### config.mk
export PLATFORM = sky130hd
export DESIGN_NAME = commit_trace_sequencer_flat
export DESIGN_NICKNAME = d
export VERILOG_FILES = /design/src/rtl/commit_trace_sequencer_if.sv /design/src/rtl/commit_trace_sequencer.sv /design/src/flat_wrapper.sv
export SDC_FILE = /design/constraint.sdc
export NUM_CORES = 2
export LEC_CHECK = 0
export BUFFER_PORTS_ARGS = -buffer_cell sky130_fd_sc_hd__buf_2
export CAP_MARGIN = 20
export CORE_MARGIN = 2
export CORE_UTILIZATION = 40
export DETAILED_ROUTE_END_ITERATION = 16
export PLACE_DENSITY = 0.59
export SLEW_MARGIN = 5
export SYNTH_ARGS = -nofsm -noshare
export SYNTH_HDL_FRONTEND = slang
export SYNTH_SLANG_ARGS = --single-unit
### constraint.sdc
create_clock -name clk_i -period 23.9 [get_ports clk_i]
set_input_delay 1.195 -clock clk_i [delete_from_list [all_inputs] [get_ports clk_i]]
set_output_delay 1.195 -clock clk_i [all_outputs]
set_load 0.01 [all_outputs]
### src/rtl/commit_trace_sequencer_if.sv
// Trace stream bundle: head entry plus valid/ready toward the sink.
// master = sequencer drives valid/data, slave = sink drives ready.
interface commit_trace_sequencer_if #(
    parameter int XLEN = 64
);
    logic            valid;
    logic            ready;
    logic [31:0]     instr;
    logic [XLEN-1:0] pc;
    logic [2:0]      cls;
    logic [15:0]     seq;

    modport master (
        output valid, instr, pc, cls, seq,
        input  ready
    );

    modport slave (
        input  valid, instr, pc, cls, seq,
        output ready
    );
endinterface

### src/rtl/commit_trace_sequencer.sv
// Serializes multi-port retires into one tagged trace stream.
// Ports: clk_i/rst_ni, enable_i, flush_i, commit_*_i, trace (master), drop_cnt_o, overflow_o, busy_o.
module commit_trace_sequencer #(
    parameter int NR_COMMIT_PORTS = 2,
    parameter int DEPTH           = 8,
    parameter int XLEN            = 64
) (
    input  logic                            clk_i,
    input  logic                            rst_ni,
    input  logic                            enable_i,
    input  logic                            flush_i,
    input  logic [NR_COMMIT_PORTS-1:0]      commit_valid_i,
    input  logic [NR_COMMIT_PORTS*32-1:0]   commit_instr_i,
    input  logic [NR_COMMIT_PORTS*XLEN-1:0] commit_pc_i,
    commit_trace_sequencer_if.master        trace,
    output logic [15:0]                     drop_cnt_o,
    output logic                            overflow_o,
    output logic                            busy_o
);
    localparam int AW = $clog2(DEPTH);

    typedef enum logic [1:0] {
        OFF,
        RUN,
        DRAIN
    } state_e;

    state_e state_q, state_d;

    logic [AW:0]   count_q, count_d;
    logic [AW-1:0] wptr_q, wptr_d;
    logic [AW-1:0] rptr_q, rptr_d;
    logic [15:0]   seq_q, seq_d;
    logic [15:0]   drop_q, drop_d;
    logic          ovf_q, ovf_d;

    logic [31:0]     instr_mem [DEPTH];
    logic [XLEN-1:0] pc_mem    [DEPTH];
    logic [2:0]      cls_mem   [DEPTH];
    logic [15:0]     seq_mem   [DEPTH];

    logic          valid;
    logic          pop;
    logic          run;
    logic          fits;
    logic          push;
    logic [AW:0]   n;
    logic [AW:0]   free;
    logic [16:0]   drop_sum;
    logic [AW-1:0] off [NR_COMMIT_PORTS];
    logic [15:0]   sof [NR_COMMIT_PORTS];

    function automatic logic [2:0] cls_of(input logic [31:0] ins);
        logic [2:0] c;
        logic [6:0] op;
        c  = 3'd0;
        op = ins[6:0];
        unique case (1'b1)
            ins[1:0] != 2'b11:                 c = 3'd6;
            op == 7'b0000011,
            op == 7'b0000111:                  c = 3'd1;
            op == 7'b0100011,
            op == 7'b0100111:                  c = 3'd2;
            op == 7'b1100011,
            op == 7'b1101111,
            op == 7'b1100111:                  c = 3'd3;
            op == 7'b1110011:                  c = 3'd4;
            op == 7'b0101111:                  c = 3'd5;
            default:                           c = 3'd0;
        endcase
        return c;
    endfunction

    assign valid = (count_q != '0);
    assign pop   = valid & trace.ready;
    assign run   = (state_q == RUN);

    // Slot/sequence offset of each port = number of valid ports below it.
    always_comb begin
        n = '0;
        for (int p = 0; p < NR_COMMIT_PORTS; p++) begin
            off[p] = n[AW-1:0];
            sof[p] = 16'(n);
            n      = n + (AW+1)'(commit_valid_i[p]);
        end
    end

    // A head popped this cycle frees its slot for the incoming group.
    assign free     = (AW+1)'(DEPTH) - count_q + (AW+1)'(pop);
    assign fits     = (n <= free);
    assign push     = run & fits & (n != '0) & ~flush_i;
    assign drop_sum = {1'b0, drop_q} + 17'(n);

    always_comb begin
        count_d = count_q - (AW+1)'(pop) + (push ? n : '0);
        wptr_d  = wptr_q + (push ? n[AW-1:0] : '0);
        rptr_d  = rptr_q + AW'(pop);
        if (flush_i) begin
            count_d = '0;
            wptr_d  = '0;
            rptr_d  = '0;
        end
    end

    always_comb begin
        state_d = state_q;
        seq_d   = seq_q;
        drop_d  = drop_q;
        ovf_d   = ovf_q;
        if (run) begin
            seq_d = seq_q + 16'(n);
            if (!fits) begin
                drop_d = drop_sum[16] ? 16'hFFFF : drop_sum[15:0];
                ovf_d  = 1'b1;
            end
        end
        unique case (state_q)
            OFF: begin
                if (enable_i) begin
                    state_d = RUN;
                    seq_d   = '0;
                    drop_d  = '0;
                    ovf_d   = 1'b0;
                end
            end
            RUN: begin
                if (!enable_i) state_d = DRAIN;
            end
            DRAIN: begin
                if (count_d == '0) state_d = OFF;
                else if (enable_i) state_d = RUN;
            end
            default: state_d = OFF;
        endcase
    end

    always_ff @(posedge clk_i or negedge rst_ni) begin
        if (!rst_ni) begin
            state_q <= OFF;
            count_q <= '0;
            wptr_q  <= '0;
            rptr_q  <= '0;
            seq_q   <= '0;
            drop_q  <= '0;
            ovf_q   <= 1'b0;
        end else begin
            state_q <= state_d;
            count_q <= count_d;
            wptr_q  <= wptr_d;
            rptr_q  <= rptr_d;
            seq_q   <= seq_d;
            drop_q  <= drop_d;
            ovf_q   <= ovf_d;
        end
    end

    always_ff @(posedge clk_i) begin
        if (push) begin
            for (int p = 0; p < NR_COMMIT_PORTS; p++) begin
                if (commit_valid_i[p]) begin
                    instr_mem[wptr_q + off[p]] <= commit_instr_i[32*p +: 32];
                    pc_mem[wptr_q + off[p]]    <= commit_pc_i[XLEN*p +: XLEN];
                    cls_mem[wptr_q + off[p]]   <= cls_of(commit_instr_i[32*p +: 32]);
                    seq_mem[wptr_q + off[p]]   <= seq_q + sof[p];
                end
            end
        end
    end

    // Head fields are forced to zero while empty so nothing stale leaks out.
    assign trace.valid = valid;
    assign trace.instr = valid ? instr_mem[rptr_q] : '0;
    assign trace.pc    = valid ? pc_mem[rptr_q]    : '0;
    assign trace.cls   = valid ? cls_mem[rptr_q]   : '0;
    assign trace.seq   = valid ? seq_mem[rptr_q]   : '0;

    assign drop_cnt_o = drop_q;
    assign overflow_o = ovf_q;
    assign busy_o     = (state_q != OFF);
endmodule
### src/flat_wrapper.sv
// flat-port wrapper written by rule: the top's interface ports become plain ports
module commit_trace_sequencer_flat 
#(
    parameter int NR_COMMIT_PORTS = 2,
    parameter int DEPTH           = 8,
    parameter int XLEN            = 64
)
  (clk_i, rst_ni, enable_i, flush_i, commit_valid_i, commit_instr_i, commit_pc_i, drop_cnt_o, overflow_o, busy_o, trace_valid, trace_instr, trace_pc, trace_cls, trace_seq, trace_ready);
  commit_trace_sequencer_if #(.XLEN(XLEN)) trace_i ();
  input  logic clk_i;
  input  logic rst_ni;
  input  logic enable_i;
  input  logic flush_i;
  input  logic [NR_COMMIT_PORTS-1:0] commit_valid_i;
  input  logic [NR_COMMIT_PORTS*32-1:0] commit_instr_i;
  input  logic [NR_COMMIT_PORTS*XLEN-1:0] commit_pc_i;
  output logic [15:0] drop_cnt_o;
  output logic overflow_o;
  output logic busy_o;
  output wire logic [$bits(trace_i.valid)-1:0] trace_valid;
  output wire logic [$bits(trace_i.instr)-1:0] trace_instr;
  output wire logic [$bits(trace_i.pc)-1:0] trace_pc;
  output wire logic [$bits(trace_i.cls)-1:0] trace_cls;
  output wire logic [$bits(trace_i.seq)-1:0] trace_seq;
  input wire logic [$bits(trace_i.ready)-1:0] trace_ready;
  assign trace_valid = trace_i.valid;
  assign trace_instr = trace_i.instr;
  assign trace_pc = trace_i.pc;
  assign trace_cls = trace_i.cls;
  assign trace_seq = trace_i.seq;
  assign trace_i.ready = trace_ready;
  commit_trace_sequencer #(.NR_COMMIT_PORTS(NR_COMMIT_PORTS), .DEPTH(DEPTH), .XLEN(XLEN)) u_core (.clk_i(clk_i), .rst_ni(rst_ni), .enable_i(enable_i), .flush_i(flush_i), .commit_valid_i(commit_valid_i), .commit_instr_i(commit_instr_i), .commit_pc_i(commit_pc_i), .trace(trace_i), .drop_cnt_o(drop_cnt_o), .overflow_o(overflow_o), .busy_o(busy_o));
endmodule
## Yosys cells after proc, flatten, opt, wreduce, memory -nomap -nowiden

Memories as Yosys holds them, arrays and structs flattened.
Cells that the tools add are included.

| word-level totals | value |
|---|---|
| bits in latches | 0 |
| memories | 4 |
| output and inout bits | 134 |
| ROM bits | 0 |
| register bits | 45 |
| logic and storage cells | 99 |
| RAM bits | 920 |
| bits of input ports | 199 |

| operators by class | value |
|---|---|
| shift-type cells | 0 |
| equal/unequal tests | 23 |
| div/mod/pow operators | 0 |
| $add $sub $neg | 11 |
| bitwise gates (word level) | 5 |
| $lt $le $gt $ge | 1 |
| multipliers | 0 |
| reductions and logical operators | 11 |
| multiplexer cells | 37 |

Memory list:

| name | words | bits a word | rd ports | clocked after memory_dff | write ports | line | RTL |
|---|---|---|---|---|---|---|---|
| u_core.pc_mem | 8 | 64 | 1 | 0 | 2 | commit_trace_sequencer.sv:38 | `logic [XLEN-1:0] pc_mem [DEPTH];` |
| u_core.instr_mem | 8 | 32 | 1 | 0 | 2 | commit_trace_sequencer.sv:37 | `logic [31:0] instr_mem [DEPTH];` |
| u_core.seq_mem | 8 | 16 | 1 | 0 | 2 | commit_trace_sequencer.sv:40 | `logic [15:0] seq_mem [DEPTH];` |
| u_core.cls_mem | 8 | 3 | 1 | 0 | 2 | commit_trace_sequencer.sv:39 | `logic [2:0] cls_mem [DEPTH];` |

Operator list:

| kind | count |
|---|---|
| 16-bit 2-to-1 mux | 9 |
| 64-bit 2-to-1 mux | 1 |
| 7-bit == test (second input constant) | 8 |
| 7-bit by 6-bit == test with 1-bit output (second input constant) | 6 |
| 3-bit case mux with 6 select lines | 2 |
| 32-bit 2-to-1 mux | 1 |
| 3-bit 2-to-1 mux | 8 |
| 16-bit by 4-bit adder with 17-bit output | 1 |
| 16-bit by 1-bit adder with 16-bit output | 1 |
| 16-bit by 4-bit adder with 16-bit output | 1 |
| 7-bit by 2-bit == test with 1-bit output (second input constant) | 2 |
| 7-bit by 3-bit == test with 1-bit output (second input constant) | 2 |
| 1-bit 2-to-1 mux | 10 |
| 4-bit 2-to-1 mux | 2 |
| 4-bit nonzero test | 2 |
| 2-bit OR reduction | 4 |
| 3-bit by 1-bit adder with 3-bit output | 2 |
| 2-bit 2-to-1 mux | 3 |
| 2-bit inequality test (second input constant) | 3 |
| 2-bit case mux with 3 select lines | 1 |
| 3-bit OR reduction | 2 |
| 4-bit by 1-bit adder with 4-bit output | 1 |
| 4-bit adder | 1 |
| 1-bit bitwise AND | 4 |
| 11 further kinds | 11 |

## Logic depth before layout (Yosys ltp)

| depth | value |
|---|---|
| depth after elaboration | 13 |
| depth in mapped cells | 25 |
| gate-level depth less buffers | 22 |

## Worst setup path after synthesis

OpenSTA, ideal clock, no wires.

| timing | value |
|---|---|
| path type | register to register |
| start | register u_core.count_q[2] |
| end | memory u_core.cls_mem[0][0] (enable) |
| period minus slack after synthesis | 15.705 ns |
| buffers on the path | 3 |
| cell stages (with the launch flop) | 19 |
| data required time | 22.999 ns |
| arrival time | 14.805 ns |
| setup time | 0.901 ns |
| path slack | 8.195 ns |
| path through | dfrtp_1 -> inv_1 -> ha_1 -> and3_1 -> clkbuf_1 -> clkbuf_1 -> inv_1 -> nand2_1 -> ha_1 -> inv_1 -> ha_1 -> inv_1 -> ha_1 -> nand2b_1 -> a211oi_1 -> nand2_1 -> clkbuf_1 -> nand2_1 -> o41ai_1 |

RTL lines:

| element | line | RTL |
|---|---|---|
| start, declared | commit_trace_sequencer.sv:30 | `logic [AW:0] count_q, count_d;` |
| start signal, assigned | commit_trace_sequencer.sv:148 | `count_q <= count_d;` |
| end, declared | commit_trace_sequencer.sv:39 |  |

## Worst setup path in the final report

| timing | value |
|---|---|
| start | register u_core.rptr_q[1] |
| end | output trace_seq[11] |

| between the ends | value |
|---|---|
| word-level cells in the longest chain between the ends | 2 |

Ends and longest elaborated chain:

| element | line | RTL |
|---|---|---|
| start, declared | commit_trace_sequencer.sv:32 | `logic [AW-1:0] rptr_q, rptr_d;` |
| start signal, assigned | commit_trace_sequencer.sv:150 | `rptr_q <= rptr_d;` |
| memory 8 x 16 bit | n/a |  |
| 16-bit 2-to-1 mux | commit_trace_sequencer.sv:175 | `assign trace.seq = valid ? seq_mem[rptr_q] : '0;` |
| end, declared | flat_wrapper.sv:24 | `output wire logic [$bits(trace_i.seq)-1:0] trace_seq;` |

No other way between the ends.

==> flow_metrics.env <==
export IMPL_status="complete, no violations"
export IMPL_synth_ff_type="edfxtp_1"
export IMPL_grt_pass1_wl_mm=205.9
export IMPL_hpwlAfterDp_mm=76.74
export IMPL_cts_tree="done"
export IMPL_layout_drive_gt1_share_pct=36.07
export IMPL_place_area_sq_um=52660
export IMPL_syn_cell_area_sq_um=49330
export IMPL_place_congestion=0.7610
export IMPL_reg2reg_setup_slack_ps=17960
export IMPL_cts_hold_buf=0
export IMPL_synth_top_cell_area_share_pct=56.01
export IMPL_drc=0
export IMPL_synth_edf_count=920
export IMPL_min_period_over_period_pct=28.54
export IMPL_r2r_start="u_core.count_q[2]"
export IMPL_clockBufferDepth=3
export IMPL_start_kind="flip-flop"
export IMPL_synth_nets=3682
export IMPL_leakage_nw=19.24
export IMPL_synth_avg_cell_area_sq_um=14.27
export IMPL_worstHoldEndpoint="u_core.overflow_o"
export IMPL_cts_root_buf="clkbuf_16"
export IMPL_fmax_mhz=146.6
export IMPL_relSlewSlack_pct=20.18
export IMPL_rr_worst_depth=17
export IMPL_die_height_um=355.2
export IMPL_yosysTopAreaCell="edfxtp_1"
export IMPL_grt_overflow_total=0
export IMPL_ys_types=61
export IMPL_setup_worst_path_start="u_core.rptr_q[1]"
export IMPL_design_area_sq_um=56080
export IMPL_grt_use_total_pct=21.78
export IMPL_via_per_inst=5.573
export IMPL_area_delta_synth_final_pct=13.70
export IMPL_final_fill_count=10890
export IMPL_worstPathMaxFanout=62
export IMPL_drv_cap=0
export IMPL_fin_crit_ps=6821
export IMPL_routed_via_count=30260
export IMPL_post_cts_resize_count=0
export IMPL_wirelength_mm=138.3
export IMPL_grt_max_degree=116
export IMPL_drt_iter0_drc=2576
export IMPL_yosys_area_share_adder_pct=0.7458
export IMPL_cts_buffers=108
export IMPL_antenna_found_initial=27
export IMPL_finalMaxSlewViolations=0
export IMPL_die_area_sq_um=126100
export IMPL_final_nets=3931
export IMPL_ys_top_cells_by_area="edfxtp_1, mux2_2, mux4_2, nand2_1, mux2i_1"
export IMPL_crit_type="flip-flop to output pin"
export IMPL_cp_arrival_ps=5630
export IMPL_ys_async_sr_fraction_pct=4.663
export IMPL_synth_xor_area_share_pct=2.077
export IMPL_clk_pin_slew_ps=60
export IMPL_ir_drop_mv=0.1019
export IMPL_ios=333
export IMPL_wire_per_inst_um=25.46
export IMPL_cts_sinks=965
export IMPL_ctsHtreeMaxLevel=3
export IMPL_io_buffers=332
export IMPL_total_power_w=0.004877
export IMPL_row_count=128
export IMPL_report_final_hold_viol_count=0
export IMPL_endpoint_kind="output pin"
export IMPL_worstPathRequired_ps=22710
export IMPL_grt_pass1_vias=31070
export IMPL_hold_path_class="flip-flop to flip-flop"
export IMPL_synthTopCellsByCount="edfxtp_1, nand2_1, mux2_2, mux4_2, nor2_1"
export IMPL_worstReg2RegEnd="u_core.pc_mem[2][32]"
export IMPL_core_area_sq_um=122000
export IMPL_postRouteAntennaNets=0
export IMPL_finalSetupViolCount=0
export IMPL_fp_dieW_um=355.2
export IMPL_initial_utilization_pct=40.42
export IMPL_yosysSeqAreaShare_pct=58.29
export IMPL_synth_seq_cells=965
export IMPL_synth_most_common_cell="edfxtp_1"
export IMPL_synthSimpleGateAreaFrac_pct=8.815
export IMPL_worstSkewPairLatency_ps=700
export IMPL_synth_warnings=0
export IMPL_synthesis_instances=3456
export IMPL_synth_compound_area_share_pct=1.499
export IMPL_p_per_area_nw_per_um2=86.96
export IMPL_synthMuxAreaShare_pct=26.24
export IMPL_synth_top_family_by_area="multiplexers"
export IMPL_cts_setup_buffers=0
export IMPL_tightest_slew_ps=1197
export IMPL_dr_pass1_iters=7
export IMPL_rsz0062_at_grt="false"
export IMPL_worstHoldPathCells=2
export IMPL_fin_tns_setup_ps=0
export IMPL_fin_skew_ps=36.70
export IMPL_holdCritStartpoint="u_core.overflow_o"
logic make-up (layout without fill, tap and decap cells):
logic type / count (synthesis) / after routing
compound gates: 121 / 121
buf+inv: 271 / 610
simple gates: 1022 / 1022
fa+ha+maj: 27 / 27
flops: 965 / 965
mux: 933 / 933
xor+xnor: 117 / 117
other cells: 0 / 10
worst max-delay path by stage:
stage,end,slack (ps),cells after the start
finish,trace_seq[11],17080,7
global route,trace_seq[10],16830,7
CTS,trace_seq[10],16940,7
detailed placement,u_core.pc_mem[2][37],17620,9
global placement,trace_seq[10],17670,7
floorplan,u_core.cls_mem[0][0],8190,18
cell type report:
type	instances	area, sq um	share of cell area (%)
antenna	10	25.02	0.04462
clock buffer	135	2804	5.000
clock inverter	65	574.3	1.024
inverter	28	105.1	0.1874
multi-input combinational	2220	19620	34.98
sequential	965	28760	51.29
tap	1625	2033	3.625
timing repair buffer	382	2160	3.851
power breakdown:
part / total (W) / internal, W / switching (W)
Sequential: 0.00197 / 0.00192 / 0.0000472
Combinational: 0.00130 / 0.000536 / 0.000763
Clock: 0.00161 / 0.000917 / 0.000693
critical path, stage by stage (launching register included):
cell     delay (ps)
dfrtp_4        1040
buf_4           840
buf_4           890
buf_4           900
mux4_2          410
mux2i_1         420
nor2_1           70
buf_2           150
through the flow:
stage / hold WS (ps) / utilization, % / setup slack (ps) / cells
after global placement: 483.4 / 43.14 / 17670 / 5217
final: 524.4 / 45.95 / 17080 / 5430
after global routing: 558.2 / 45.94 / 16830 / 5424
after CTS: 527.8 / 45.92 / 16940 / 5418
after floorplan: 526.9 / - / 8195 / 3456
after detailed placement: 514.3 / 43.15 / 17620 / 5218
registers in the layout, indices dropped and copies added, names as in the netlist:
register	cells
u_core.cls_mem	24
u_core.count_q	4
u_core.drop_cnt_o	16
u_core.instr_mem	256
u_core.overflow_o	1
u_core.pc_mem	512
u_core.rptr_q	3
u_core.seq_mem	128
u_core.seq_q	16
u_core.state_q	2
u_core.wptr_q	3
metal layers:
metal	vias to the layer above	track usage (%)	part of all wire (%)
met5	-	0	0.13
met4	28	5.483	2.2
met3	197	4.369	6.3
met2	903	35.50	48
met1	15560	29.89	44
li1	13570	-	-
cells in the final DEF, fill, tap and decap left out, types with 9 or more instances in the layout:
| cell type | n |
|---|---|
| edfxtp_1 | 920 |
| nand2_1 | 645 |
| mux2_2 | 582 |
| buf_2 | 332 |
| mux4_2 | 230 |
| nor2_1 | 162 |
| mux2i_1 | 121 |
| nand3_1 | 117 |
| xnor2_1 | 108 |
| clkbuf_16 | 108 |
| o21ai_0 | 49 |
| dfrtp_1 | 42 |
| buf_4 | 39 |
| clkinv_1 | 32 |
| inv_1 | 27 |
| clkbuf_1 | 27 |
| a21oi_1 | 26 |
| ha_1 | 23 |
| nor3_1 | 17 |
| clkinv_2 | 15 |
| nor2b_1 | 12 |
| diode_2 | 10 |
| o21ai_4 | 9 |
| nand4_1 | 9 |
| buf_12 | 9 |
Note: power is estimated with default switching activity, not from simulation.
